**src/rtl/seq_alu_pkg.sv**
```systemverilog
// seq_alu_pkg: opcode and FSM state encodings shared by the sequential ALU
// and the CPU decode stage, plus small opcode-classification helpers.
// Optional feature macro: ALU_MUL_EN (enables the iterative MUL opcode).
package seq_alu_pkg;

  typedef enum logic [3:0] {
    OP_ADD  = 4'd0,
    OP_SUB  = 4'd1,
    OP_XOR  = 4'd2,
    OP_SLT  = 4'd3,
    OP_AND  = 4'd4,
    OP_NAND = 4'd5,
    OP_NOR  = 4'd6,
    OP_OR   = 4'd7,
    OP_SLL  = 4'd8,
    OP_SRL  = 4'd9,
    OP_SRA  = 4'd10,
    OP_MUL  = 4'd11
  } op_e;

  typedef enum logic [1:0] {
    ST_IDLE  = 2'd0,
    ST_SHIFT = 2'd1,
    ST_MUL   = 2'd2,
    ST_DONE  = 2'd3
  } state_e;

`ifdef ALU_MUL_EN
  localparam bit MUL_EN = 1'b1;
`else
  localparam bit MUL_EN = 1'b0;
`endif

  // Variable shifts run one bit per cycle in the SHIFT state.
  function automatic logic is_shift(input logic [3:0] op);
    return (op == OP_SLL) || (op == OP_SRL) || (op == OP_SRA);
  endfunction

  // MUL only exists when the multiplier is built in.
  function automatic logic is_mul(input logic [3:0] op);
    return MUL_EN && (op == OP_MUL);
  endfunction

endpackage

```
**src/rtl/seq_alu_addsub.sv**
```systemverilog
// seq_alu_addsub: combinational WIDTH-bit adder/subtractor shared by ADD,
// SUB and SLT. Subtraction is A + ~B + 1, so carry-out means "no borrow".
module seq_alu_addsub #(
  parameter int WIDTH = 32
) (
  input  logic [WIDTH-1:0] i_a,
  input  logic [WIDTH-1:0] i_b,
  input  logic             i_sub,
  output logic [WIDTH-1:0] o_sum,
  output logic             o_carry,
  output logic             o_ovf
);

  logic [WIDTH-1:0] w_b_eff;

  assign w_b_eff = i_sub ? ~i_b : i_b;

  assign {o_carry, o_sum} = {1'b0, i_a} + {1'b0, w_b_eff} + {{WIDTH{1'b0}}, i_sub};

  // Signed overflow: operands agree in sign, result disagrees.
  assign o_ovf = (i_a[WIDTH-1] == w_b_eff[WIDTH-1]) && (o_sum[WIDTH-1] != i_a[WIDTH-1]);

endmodule

```
**src/rtl/seq_alu.sv**
```systemverilog
// seq_alu: clocked ALU with valid/ready handshakes, registered result/flags,
// one-bit-per-cycle variable shifts and, with ALU_MUL_EN defined, an
// iterative unsigned shift-add multiplier (WIDTH cycles).
// Optional feature macro: ALU_MUL_EN.
module seq_alu
  import seq_alu_pkg::*;
#(
  parameter  int WIDTH = 32,
  localparam int SHW   = $clog2(WIDTH)
) (
  input  logic             clock,
  input  logic             reset_n,
  input  logic             in_valid,
  output logic             in_ready,
  input  logic [3:0]       command,
  input  logic [WIDTH-1:0] operandA,
  input  logic [WIDTH-1:0] operandB,
  output logic             out_valid,
  input  logic             out_ready,
  output logic [WIDTH-1:0] result,
  output logic             carryout,
  output logic             zero,
  output logic             overflow,
  output logic             illegal
);

  localparam logic [SHW:0] CNT_ONE = (SHW+1)'(1);
  localparam logic [SHW:0] CNT_MUL = (SHW+1)'(WIDTH);

  state_e           r_state;
  state_e           w_next;
  logic [3:0]       r_op;
  logic [SHW:0]     r_cnt;
  logic [WIDTH-1:0] r_result;
  logic             r_carry;
  logic             r_zero;
  logic             r_ovf;
  logic             r_illegal;

  logic             w_accept;
  logic [SHW-1:0]   w_amt;
  logic             w_sub;
  logic [WIDTH-1:0] w_sum;
  logic             w_as_carry;
  logic             w_as_ovf;
  logic [WIDTH-1:0] w_res;
  logic             w_carry;
  logic             w_ovf;
  logic             w_illegal;
  logic [WIDTH-1:0] w_shift_next;

  assign w_accept = in_valid && in_ready;
  assign w_amt    = operandB[SHW-1:0];
  assign w_sub    = (command == OP_SUB) || (command == OP_SLT);

  seq_alu_addsub #(.WIDTH(WIDTH)) u_addsub (
    .i_a     (operandA),
    .i_b     (operandB),
    .i_sub   (w_sub),
    .o_sum   (w_sum),
    .o_carry (w_as_carry),
    .o_ovf   (w_as_ovf)
  );

  // State register.
  always_ff @(posedge clock or negedge reset_n) begin
    // NOTE: sequential state uses non-blocking assignments so every flop
    // samples pre-edge values regardless of block ordering.
    if (!reset_n) r_state <= ST_IDLE;
    else          r_state <= w_next;
  end

  // Next-state logic.
  always_comb begin
    // NOTE: default every comb output first so no path infers a latch.
    w_next = r_state;
    case (r_state)
      ST_IDLE: begin
        if (w_accept) begin
          if (is_mul(command))                        w_next = ST_MUL;
          else if (is_shift(command) && (w_amt != '0)) w_next = ST_SHIFT;
          else                                         w_next = ST_DONE;
        end
      end
      ST_SHIFT: if (r_cnt == CNT_ONE) w_next = ST_DONE;
      ST_MUL:   if (r_cnt == CNT_ONE) w_next = ST_DONE;
      ST_DONE:  if (out_ready)        w_next = ST_IDLE;
      default:  w_next = ST_IDLE;
    endcase
  end

  // Handshake outputs; in_ready is forced low while reset is asserted.
  always_comb begin
    in_ready  = 1'b0;
    out_valid = 1'b0;
    case (r_state)
      ST_IDLE: in_ready  = reset_n;
      ST_DONE: out_valid = 1'b1;
      default: ;
    endcase
  end

  // Single-cycle result and flags, evaluated on the incoming command.
  always_comb begin
    w_res     = '0;
    w_carry   = 1'b0;
    w_ovf     = 1'b0;
    w_illegal = 1'b0;
    case (command)
      OP_ADD, OP_SUB: begin
        w_res   = w_sum;
        w_carry = w_as_carry;
        w_ovf   = w_as_ovf;
      end
      OP_SLT:  w_res = {{(WIDTH-1){1'b0}}, w_sum[WIDTH-1] ^ w_as_ovf};
      OP_XOR:  w_res = operandA ^ operandB;
      OP_AND:  w_res = operandA & operandB;
      OP_NAND: w_res = ~(operandA & operandB);
      OP_NOR:  w_res = ~(operandA | operandB);
      OP_OR:   w_res = operandA | operandB;
      // Shifts start from A; a zero amount completes immediately with A.
      OP_SLL, OP_SRL, OP_SRA: w_res = operandA;
      OP_MUL:  w_illegal = ~MUL_EN;
      default: w_illegal = 1'b1;
    endcase
  end

  // One-bit shift of the working register for the in-flight shift op.
  always_comb begin
    w_shift_next = r_result;
    case (r_op)
      OP_SLL:  w_shift_next = {r_result[WIDTH-2:0], 1'b0};
      OP_SRL:  w_shift_next = {1'b0, r_result[WIDTH-1:1]};
      OP_SRA:  w_shift_next = {r_result[WIDTH-1], r_result[WIDTH-1:1]};
      default: ;
    endcase
  end

`ifdef ALU_MUL_EN
  logic [WIDTH-1:0] r_mul_a;
  logic [WIDTH-1:0] r_mul_hi;
  logic [WIDTH:0]   w_mul_sum;
  logic [WIDTH-1:0] w_mul_hi_next;
  logic [WIDTH-1:0] w_mul_lo_next;

  // Shift-add step: {hi, lo} holds the partial product, lo starts as B.
  always_comb begin
    w_mul_sum     = {1'b0, r_mul_hi} + (r_result[0] ? {1'b0, r_mul_a} : '0);
    w_mul_hi_next = w_mul_sum[WIDTH:1];
    w_mul_lo_next = {w_mul_sum[0], r_result[WIDTH-1:1]};
  end

  // Multiplier operand and high-half registers.
  always_ff @(posedge clock or negedge reset_n) begin
    if (!reset_n) begin
      r_mul_a  <= '0;
      r_mul_hi <= '0;
    end else if (r_state == ST_IDLE && w_accept) begin
      r_mul_a  <= operandA;
      r_mul_hi <= '0;
    end else if (r_state == ST_MUL) begin
      r_mul_hi <= w_mul_hi_next;
    end
  end
`endif

  // Datapath: latch on accept, iterate in SHIFT/MUL, hold in DONE.
  always_ff @(posedge clock or negedge reset_n) begin
    if (!reset_n) begin
      r_op      <= '0;
      r_cnt     <= '0;
      r_result  <= '0;
      r_carry   <= 1'b0;
      r_zero    <= 1'b0;
      r_ovf     <= 1'b0;
      r_illegal <= 1'b0;
    end else begin
      case (r_state)
        ST_IDLE: begin
          if (w_accept) begin
            r_op      <= command;
            r_carry   <= w_carry;
            r_ovf     <= w_ovf;
            r_illegal <= w_illegal;
            if (is_mul(command)) begin
              r_cnt    <= CNT_MUL;
              r_result <= operandB;
              r_zero   <= 1'b0;
            end else begin
              r_cnt    <= {1'b0, w_amt};
              r_result <= w_res;
              r_zero   <= (w_res == '0);
            end
          end
        end
        ST_SHIFT: begin
          r_cnt    <= r_cnt - CNT_ONE;
          r_result <= w_shift_next;
          r_zero   <= (w_shift_next == '0);
        end
`ifdef ALU_MUL_EN
        ST_MUL: begin
          r_cnt    <= r_cnt - CNT_ONE;
          r_result <= w_mul_lo_next;
          r_zero   <= (w_mul_lo_next == '0);
          r_ovf    <= (w_mul_hi_next != '0);
        end
`endif
        default: ;
      endcase
    end
  end

  assign result   = r_result;
  assign carryout = r_carry;
  assign zero     = r_zero;
  assign overflow = r_ovf;
  assign illegal  = r_illegal;

endmodule
```
**config.mk**
```make
export PLATFORM = sky130hd
export DESIGN_NAME = seq_alu
export DESIGN_NICKNAME = d
export VERILOG_FILES = /design/src/rtl/seq_alu_pkg.sv /design/src/rtl/seq_alu_addsub.sv /design/src/rtl/seq_alu.sv
export SDC_FILE = /design/constraint.sdc
export NUM_CORES = 1
export LEC_CHECK = 0
export CORE_ASPECT_RATIO = 0.5
export CORE_MARGIN = 2
export CORE_UTILIZATION = 55
export DETAILED_ROUTE_END_ITERATION = 10
export GPL_TIMING_DRIVEN = 0
export HOLD_SLACK_MARGIN = 0.08
export PLACE_DENSITY = 0.8
export SYNTH_ARGS = -nofsm -noshare
export SYNTH_HDL_FRONTEND = slang
export SYNTH_SLANG_ARGS = --single-unit
```
**constraint.sdc**
```tcl
create_clock -name clock -period 4.4 [get_ports clock]
set_clock_uncertainty 0.1 [all_clocks]
set_input_delay 0.66 -clock clock [delete_from_list [all_inputs] [get_ports clock]]
set_output_delay 0.66 -clock clock [all_outputs]
set_load 0.005 [all_outputs]
```
* Word-level counts from Yosys, hierarchy flattened
Cells that the tools add are included.
Word-level totals: output and inout bits 38, word-level logic and storage cells 78, register bits after elaboration 48, input port bits 72
Cells by class: reduce and logical (&&, ||, !) cells 19, equality and inequality tests 22, bitwise logic cells 7, mux-type cells 19, add/sub/neg operators 3
Operators by type and width (number):
- $pmux W32 S8 | 1
- $not A32 Y32 | 3
- $pmux W32 S3 | 1
- $logic_not A32 Y1 | 2
- $mux W32 | 2
- $pmux W32 S2 | 1
- $add A32 B32 Y33 | 1
- $add A33 B1 Y33 | 1
- $and A32 B32 Y32 | 1
- $or A32 B32 Y32 | 1
- $xor A32 B32 Y32 | 1
- $eq A4 B4 Y1 const B | 6
- $eq A4 B3 Y1 const B | 4
- $pmux W6 S2 | 1
- $reduce_or A11 Y1 | 1
- $eq A4 B2 Y1 const B | 2
- $mux W2 | 4
- $eq A6 B1 Y1 const B | 1
- $mux W1 | 6
- $mux W6 | 1
- $pmux W2 S3 | 1
- $sub A6 B1 Y6 const B | 1
- $reduce_bool A5 Y1 | 1
- $eq A2 B2 Y1 const B | 2
- 17 further kinds | 24

* Longest topological paths before layout
Gate-level depths: netlist of run 1.
depth after elaboration 12, depth in mapped cells 20, mapped depth without buffers 14

* Modules after synthesis
Synthesis of run 1 repeated with hierarchy kept, for this count alone.
Unflattened totals: cell total of the unflattened synthesis 1076, area total of the unflattened synthesis 8129.0 um2
Modules (own cells, without submodules):
- seq_alu | sequential area each 1201.2 um2, times used 1, cells an instance 767, area an instance 5954.5 um2
- seq_alu_addsub | sequential area each 0.0 um2, times used 1, cells an instance 309, area an instance 2174.6 um2

* Least setup slack after synthesis of run 1
No wires, ideal clock.
kind input to register, from input command[0], to register r_zero, in the netlist zero, arrival 5.004 ns, required time 4.196 ns, cell stages on the path 19, setup time 0.104 ns, path buffers 6, path slack -0.807 ns, cell sequence buf_2 buf_2 buf_4 buf_2 buf_2 nor3b_1 buf_2 xnor2_1 ha_1 nand4_1 o221a_2 o21a_1 o311a_1 nor3_1 nor2_1 xor2_1 o21ai_1 or4_1 o41ai_2
Between the ends: word-level cells in the longest chain between the ends 12, elaborated cells on any way between the ends 25, those cells by class add/sub (2); eq/ne (12); mux (4); bitwise (1); reduce/logical (6)
Ends and longest elaborated chain:
- start: declaration | RTL line seq_alu.sv:15 | input logic [3:0] command,
- $eq A4 B1 Y1 or $eq A4 B2 Y1 (tied branches) | RTL line seq_alu.sv:54, seq_alu.sv:109
- $logic_or A1 B1 Y1 | RTL line seq_alu.sv:54 | assign w_sub = (command == OP_SUB) || (command == OP_SLT);
- $mux W32 | RTL line seq_alu_addsub.sv:16 | assign w_b_eff = i_sub ? ~i_b : i_b;
- $add A32 B32 Y33 | RTL line seq_alu_addsub.sv:18 | assign {o_carry, o_sum} = {1'b0, i_a} + {1'b0, w_b_eff} + {{WIDTH{1'b0}}, i_sub};
- $add A33 B1 Y33 | RTL line seq_alu_addsub.sv:18
- $ne A1 B1 Y1 | RTL line seq_alu_addsub.sv:21 | assign o_ovf = (i_a[WIDTH-1] == w_b_eff[WIDTH-1]) && (o_sum[WIDTH-1] != i_a[WIDTH-1]);
- $logic_and A1 B1 Y1 | RTL line seq_alu_addsub.sv:21
- $xor A1 B1 Y1 | RTL line seq_alu.sv:115 | OP_SLT: w_res = {{(WIDTH-1){1'b0}}, w_sum[WIDTH-1] ^ w_as_ovf};
- $pmux W32 S8 * | RTL line seq_alu.sv:109 | case (command)
- $logic_not A32 Y1 * | RTL line seq_alu.sv:192 | r_zero <= (w_res == '0);
- $mux W1 * | RTL line seq_alu.sv:180 | if (w_accept) begin
- $pmux W1 S2 * | RTL line seq_alu.sv:178 | case (r_state)
- end signal: assignment | RTL line seq_alu.sv:192
- end signal: assignment | RTL line seq_alu.sv:199 | r_zero <= (w_shift_next == '0);
- end: declaration | RTL line seq_alu.sv:36 | logic r_zero;
Every way passes the cells marked *; elsewhere a longest branch is shown, timed or not. The select of a mux whose other input is x is not followed. A chain may end at the register's enable or synchronous reset.

* Worst setup path after layout of run 1
Ends and elaborated chain as after synthesis.

==> results.ini, run 1 <==
[sta]
final_max_slew_viol_count=0
finalCritPeriodShare=0.992
period_needed_ps=4370
worstMarginPinSlew_ps=1370
fin_ws_ps=34.7
setup_viol=0
hold_viol_final=0
slew_headroom=0.0778
max_freq_ghz=0.229

[cells_and_area]
layout-drive-gt1-share=0.173
multiInputGateArea_sq_mm=0.00718
finalNonFillerCells=1504
n_antenna_cell=0
final_util=0.758
seqCellArea_sq_mm=0.00120
nets=1480
fillCellCount=1084
area_delta_synth_final_pct=32.4
final_cell_area_sq_mm=0.0112

[die]
ioPinCount=110
rows=31
dieArea_sq_mm=0.0164
dieHeight_um=91.6
initial_utilization=0.573
die_x_um=179
core_sq_mm=0.0147

[setup_path]
crit_buf_inv=4
startpoint_type=input pin
ff2ff_path_depth=11
crit_top_cell=buf_6
timing.rr.end=zero
startpoint=command[0]
cp.arrival_ps=4450
crit_chain=buf_6, buf_12, nor3b_4, buf_6, xnor2_2, ha_2, a211o_1, o221ai_4, buf_6, o211ai_2, a21oi_2, xor2_2, o21ai_4, a2111oi_4, nand4_1, or4_4, o41ai_2
critPathKind=input pin to register
slowest_stage=or4_4
r2r_start=r_op[0]
ff2ff_setup_slack_ps=850
max_stage_delay_ps=590
crit_fanout=9
cp_top_family=compound AO/OA/AOI/OAI gates
crit_required_ps=4490
cp-end-kind=register

[yosys]
yosysWarnings=0
yosys.area_share.simple=0.152
synth_common_cells=126 x nand2_1, 102 x ha_1, 88 x inv_1
synth_top_area_cell=ha_1
synthArstFlopShare=1.00
ys_seq_area_frac=0.142
synth-compound-area-share=0.314
synth_top_family_by_area=compound AO/OA/AOI/OAI gates
synth-main-ff-cell=dfrtp_1
synth_edf_count=0
synth_xor_area_frac=0.0861
muxShareOfSynthArea=0.0738
synth_area_leaders=ha_1 15%, dfrtp_1 14%, nand2_1 5.6%
synth_seq_cells=48
netlist_area_sq_mm=0.00844
synth_most_common_cell=nand2_1
yosysUniqueCellTypes=70
synth_top_area_frac=0.151
synthAdderAreaFrac=0.154
netlist_instances=1129
syn_nets=1304
syn-mean-instance-area_sq_um=7.48

[clock_network]
clkSinkCount=48
cts_made_buffers=5
cts_tree=built
clk_latency_ps=290
cts_max_level=2
postCtsHoldBufs=0
clk_pin_slew_ps=70
cts_root_buf=clkbuf_16
clk_path_buf_depth=2

[global_route]
grt_overflow=0
antenna_found_initial=0
grt_pass1_vias=9296
track_usage=0.391
grt_pass1_wl_um=50300
grt_max_degree=40

[detailed_routing]
vias=10308
route.detailed.wl_per_inst_um=22.7
via_per_inst=6.85
wl_um=34100
first_pass_iters=6
drc_errors=0
drt_iter0_markers=1257
final_antenna_net_count=0

[hold_path]
hp-class=input pin to asynchronous set/reset pin

[placed_design]
dpl.hpwl_um=24600
portBuffers=107
place_congestion=1.00
dp_cells=1435
dpl_cell_area_sq_mm=0.00989
place_ws_ps=-1940

[power_and_ir_drop]
vdd_drop_max_v=0.000258
power.leakage_nw=4.71
totalPowerFinal_mw=5.16
p_per_area_mw_per_mm2=462

[run]
drv_cap=0

[run_status]
status=finished, final reports clean

[per-stage QoR]
step	hold WS [ps]	TNS, ps
final	149	0
after global routing	170	-90.1
after CTS	162	0
after detailed placement	392	-29900
after global placement	371	-34160
after floorplan	264	-186
[power by group]
group / internal, mW / leakage (nW) / total (mW) / switching, mW
clock network: 0.267 / 0.0798 / 0.440 / 0.172
registers: 0.665 / 0.571 / 1.09 / 0.428
logic: 1.61 / 4.06 / 3.63 / 2.02
total: 2.54 / 4.71 / 5.16 / 2.62
[state kept, by name (all words and copies together) (netlist names)]
signal and count:
carryout 1, result 32, r_op 4, r_state 2
zero 1, overflow 1, r_cnt 6, illegal 1
[worst reg2reg max path, cell delays in order (launching register included)]
cell and delay [ps]:
dfrtp_1 360, clkbuf_1 420, clkbuf_1 550, clkbuf_1 500
mux2_2 400, o22ai_1 110, a21oi_1 140, nor4_1 310
nand4_1 160, nor3_1 240, a21oi_1 90, o41ai_2 80
[cell families (layout without fill, tap and decap cells)]
family | after synthesis | count (layout)
mux | 59 | 59
flops | 48 | 48
fa+ha+maj | 103 | 103
buf+inv | 163 | 340
simple gates | 278 | 278
xor+xnor | 83 | 83
compound gates | 395 | 395
[repair_timing]
item	CTS	global route
cloned	1	1
pin swaps	54	43
setup buffers	37	31
hold endpoints to repair	0	0
resized for setup	98	65
setup endpoints to repair	31	3
[routing by layer]
layer | GRT usage | up-vias | share of wire
met5 | 0 | - | 0
met4 | 0.113 | 0 | 0.032
met1 | 0.533 | 4877 | 0.39
met3 | 0.0804 | 127 | 0.13
li1 | - | 4528 | -
met2 | 0.621 | 776 | 0.44
[area by class of cell]
type | instances | share of cell area
Multi-Input combinational cell | 918 | 0.643
Timing Repair Buffer | 178 | 0.151
Sequential cell | 48 | 0.107
Buffer | 66 | 0.0319
Inverter | 88 | 0.0296
Tap cell | 198 | 0.0222
Clock buffer | 5 | 0.0112
Clock inverter | 3 | 0.00381
[worst max path at each step]
stage,slack (ps),end,cells after the start
2_1_floorplan,-190,zero,19
3_3_place_gp,-1890,zero,20
3_5_place_dp,-1940,zero,20
4_1_cts,50,zero,20
5_1_grt,-90,zero,17
6_report,30,zero,17
[cell usage in the layout, fill, tap and decap left out, types with 11 or more instances in the layout]
cell type and n:
nand2_1 123, clkdlybuf4s50_1 102, ha_1 92, inv_1 88
o22ai_1 73, a21oi_1 68, buf_4 61, nor2_1 59
o21ai_0 54, dfrtp_1 48, clkbuf_1 45, xnor2_1 39
mux2i_1 33, xor2_1 33, mux2_2 25, o221ai_1 21
a222oi_1 16, nand3_1 16, a21oi_2 15, buf_6 13
nand4_1 12, o21ai_2 12, nand2b_1 11, o21a_1 11
a211oi_1 11
(Power assumes the default switching activity.)
==> run 2: changes to the inputs <==
Settings changed: GPL_TIMING_DRIVEN 0 to not set.
==> run 2 against run 1 <==
  * The flow now finishes with violations (negative setup slack)
  * Final area rose by 0.72%
  * Critical path depth rose by 2
  * Sequential share of layout area down 0.076 points
  * First-iteration DRC count is 0.95% lower
  * Core utilization increased by 0.54 points
  * Total power shrank 2.9%
  * Critical endpoint unchanged
  * Largest cell class unchanged
==> results.ini, run 2 (synthesis results as in run 1) <==
[die]
ioPinCount=110
rows=31
dieHeight_um=91.6
core_sq_mm=0.0147
dieArea_sq_mm=0.0164
die_x_um=179
initial_utilization=0.573

[clock_network]
cts_tree=built
clkSinkCount=48
cts_root_buf=clkbuf_16
cts_max_level=2
clk_path_buf_depth=2
clk_latency_ps=290
postCtsHoldBufs=0
cts_made_buffers=5
clk_pin_slew_ps=70

[sta]
hold_viol_final=0
period_needed_ps=4400
finalCritPeriodShare=1.00
fin_ws_ps=-0.719
max_freq_ghz=0.227
fin_hold_ws_ps=373
slew_headroom=0.539
final_max_slew_viol_count=0
setup_viol=1
worstMarginPinSlew_ps=691
finalSetupTns_ps=-0.719

[placed_design]
dpl.hpwl_um=22800
place_ws_ps=-476
dpl_cell_area_sq_mm=0.0108
place_congestion=1.02
portBuffers=109

[setup_path]
cp-end-kind=register
crit_fanout=9
ff2ff_path_depth=12
slowest_stage=or4_4
startpoint_type=input pin
worstSetupEndpoint=zero
startpoint=command[3]
crit_required_ps=4490
timing.rr.end=zero
ff2ff_setup_slack_ps=1340
r2r_start=r_state[1]
critPathKind=input pin to register
cp.arrival_ps=4490
max_stage_delay_ps=540
crit_top_cell=buf_6
crit_chain=clkdlybuf4s15_1, nor3b_4, buf_6, buf_6, clkbuf_16, xnor2_1, ha_1, o21a_1, o221ai_4, buf_12, o21ai_4, nor2_4, o211ai_4, buf_4, a21oi_2, xor2_1, o21ai_2, or4_4, o41ai_2

[cells_and_area]
n_antenna_cell=0
final_cell_area_sq_mm=0.0113
layout_commonest_cell=buf_4
fillCellCount=1110
final_util=0.764
layout-drive-gt1-share=0.197
layout_common_cells=179 x buf_4, 126 x nand2_1, 105 x clkdlybuf4s50_1, 101 x ha_1, 88 x inv_1
largest_register_ffs=32
area_delta_synth_final_pct=33.4
nets=1531

[power_and_ir_drop]
combPwrFrac=0.705
p_per_area_mw_per_mm2=445
p_int_mw=2.60
switchingPower_mw=2.41
vdd_drop_max_v=0.000341
p_sw_frac=0.482
seqPwrFrac=0.207
power.leakage_nw=5.01
clkPwrFrac=0.088

[detailed_routing]
drc_errors=0
wl_um=31000
route.detailed.wl_per_inst_um=19.9
drt_iter0_markers=1245
via_per_inst=6.39
vias=9940
final_antenna_net_count=0
first_pass_iters=6

[hold_path]
hp-class=register to register
hold_path_depth=2

[run]
drv_cap=0

[global_route]
track_usage=0.366
grt_pass1_vias=9294
grt_pass1_wl_um=48100
antenna_found_initial=0
grt_overflow=0
grt_max_degree=50

[run_status]
violations=negative setup slack
status=finished, violations left

## run 2: repair_timing
item,in CTS,in global routing
cloned,0,2
buffers inserted,2,12
setup endpoints to repair,1,1
resized for setup,7,31
pin swaps,4,21
## run 2: area by class of cell
cell class                      count  area (sq um)  area share
Clock inverter                      2          35.0     0.00311
Timing Repair Buffer              295          2540       0.226
Sequential cell                    48          1200       0.107
Inverter                           88           330      0.0293
Multi-Input combinational cell    918          6770       0.601
Tap cell                          198           248      0.0220
Clock buffer                        6           129      0.0114
## run 2: worst min-delay path by stage
| stage | startpoint | to | slack (ps) |
|---|---|---|---|
| 6_report | illegal | illegal | 370 |
| 5_1_grt | illegal | illegal | 410 |
| 4_1_cts | illegal | illegal | 380 |
| 3_5_place_dp | illegal | illegal | 360 |
| 3_3_place_gp | illegal | illegal | 350 |
| 2_1_floorplan | reset_n | carryout | 260 |
## run 2: worst max-delay path: cells and delay by family
kind                       cells  cell delay (ps)
adders and majority gates      1              300
xor gates and xnor gates       2              370
buffers and inverters          6              990
and+or+nand+nor                3              970
AOI/OAI and AO/OA              7             1170
## run 2: layer usage
metal  vias to the layer above  wire (um)  GRT usage
met4                         0        688     0.0954
li1                       4626          -          -
met1                      4675      13300      0.510
met3                        72       3410     0.0720
met2                       567      13500      0.575
met5                         -          0          0
## run 2: power by group through the flow
stage	Combinational, mW	Sequential [mW]	Clock (mW)
6_report	3.53	1.04	0.443
5_1_grt	3.84	1.07	0.458
4_1_cts	3.40	1.02	0.442
3_5_place_dp	3.37	1.02	0
3_3_place_gp	3.27	1.00	0
2_1_floorplan	2.16	0.945	0
## run 2: stage by stage
stage	instances	power (mW)
after detailed placement	1531	4.40
after global placement	1531	4.27
after floorplan	1129	3.10
final	1555	5.01
after global routing	1555	5.37
after CTS	1541	4.85
==> run 3: changes to the inputs <==
Settings changed: SKIP_LAST_GASP set to 1.
==> results of run 3 <==
Same layout as run 2: the final DEF is identical, and so are final timing and power.
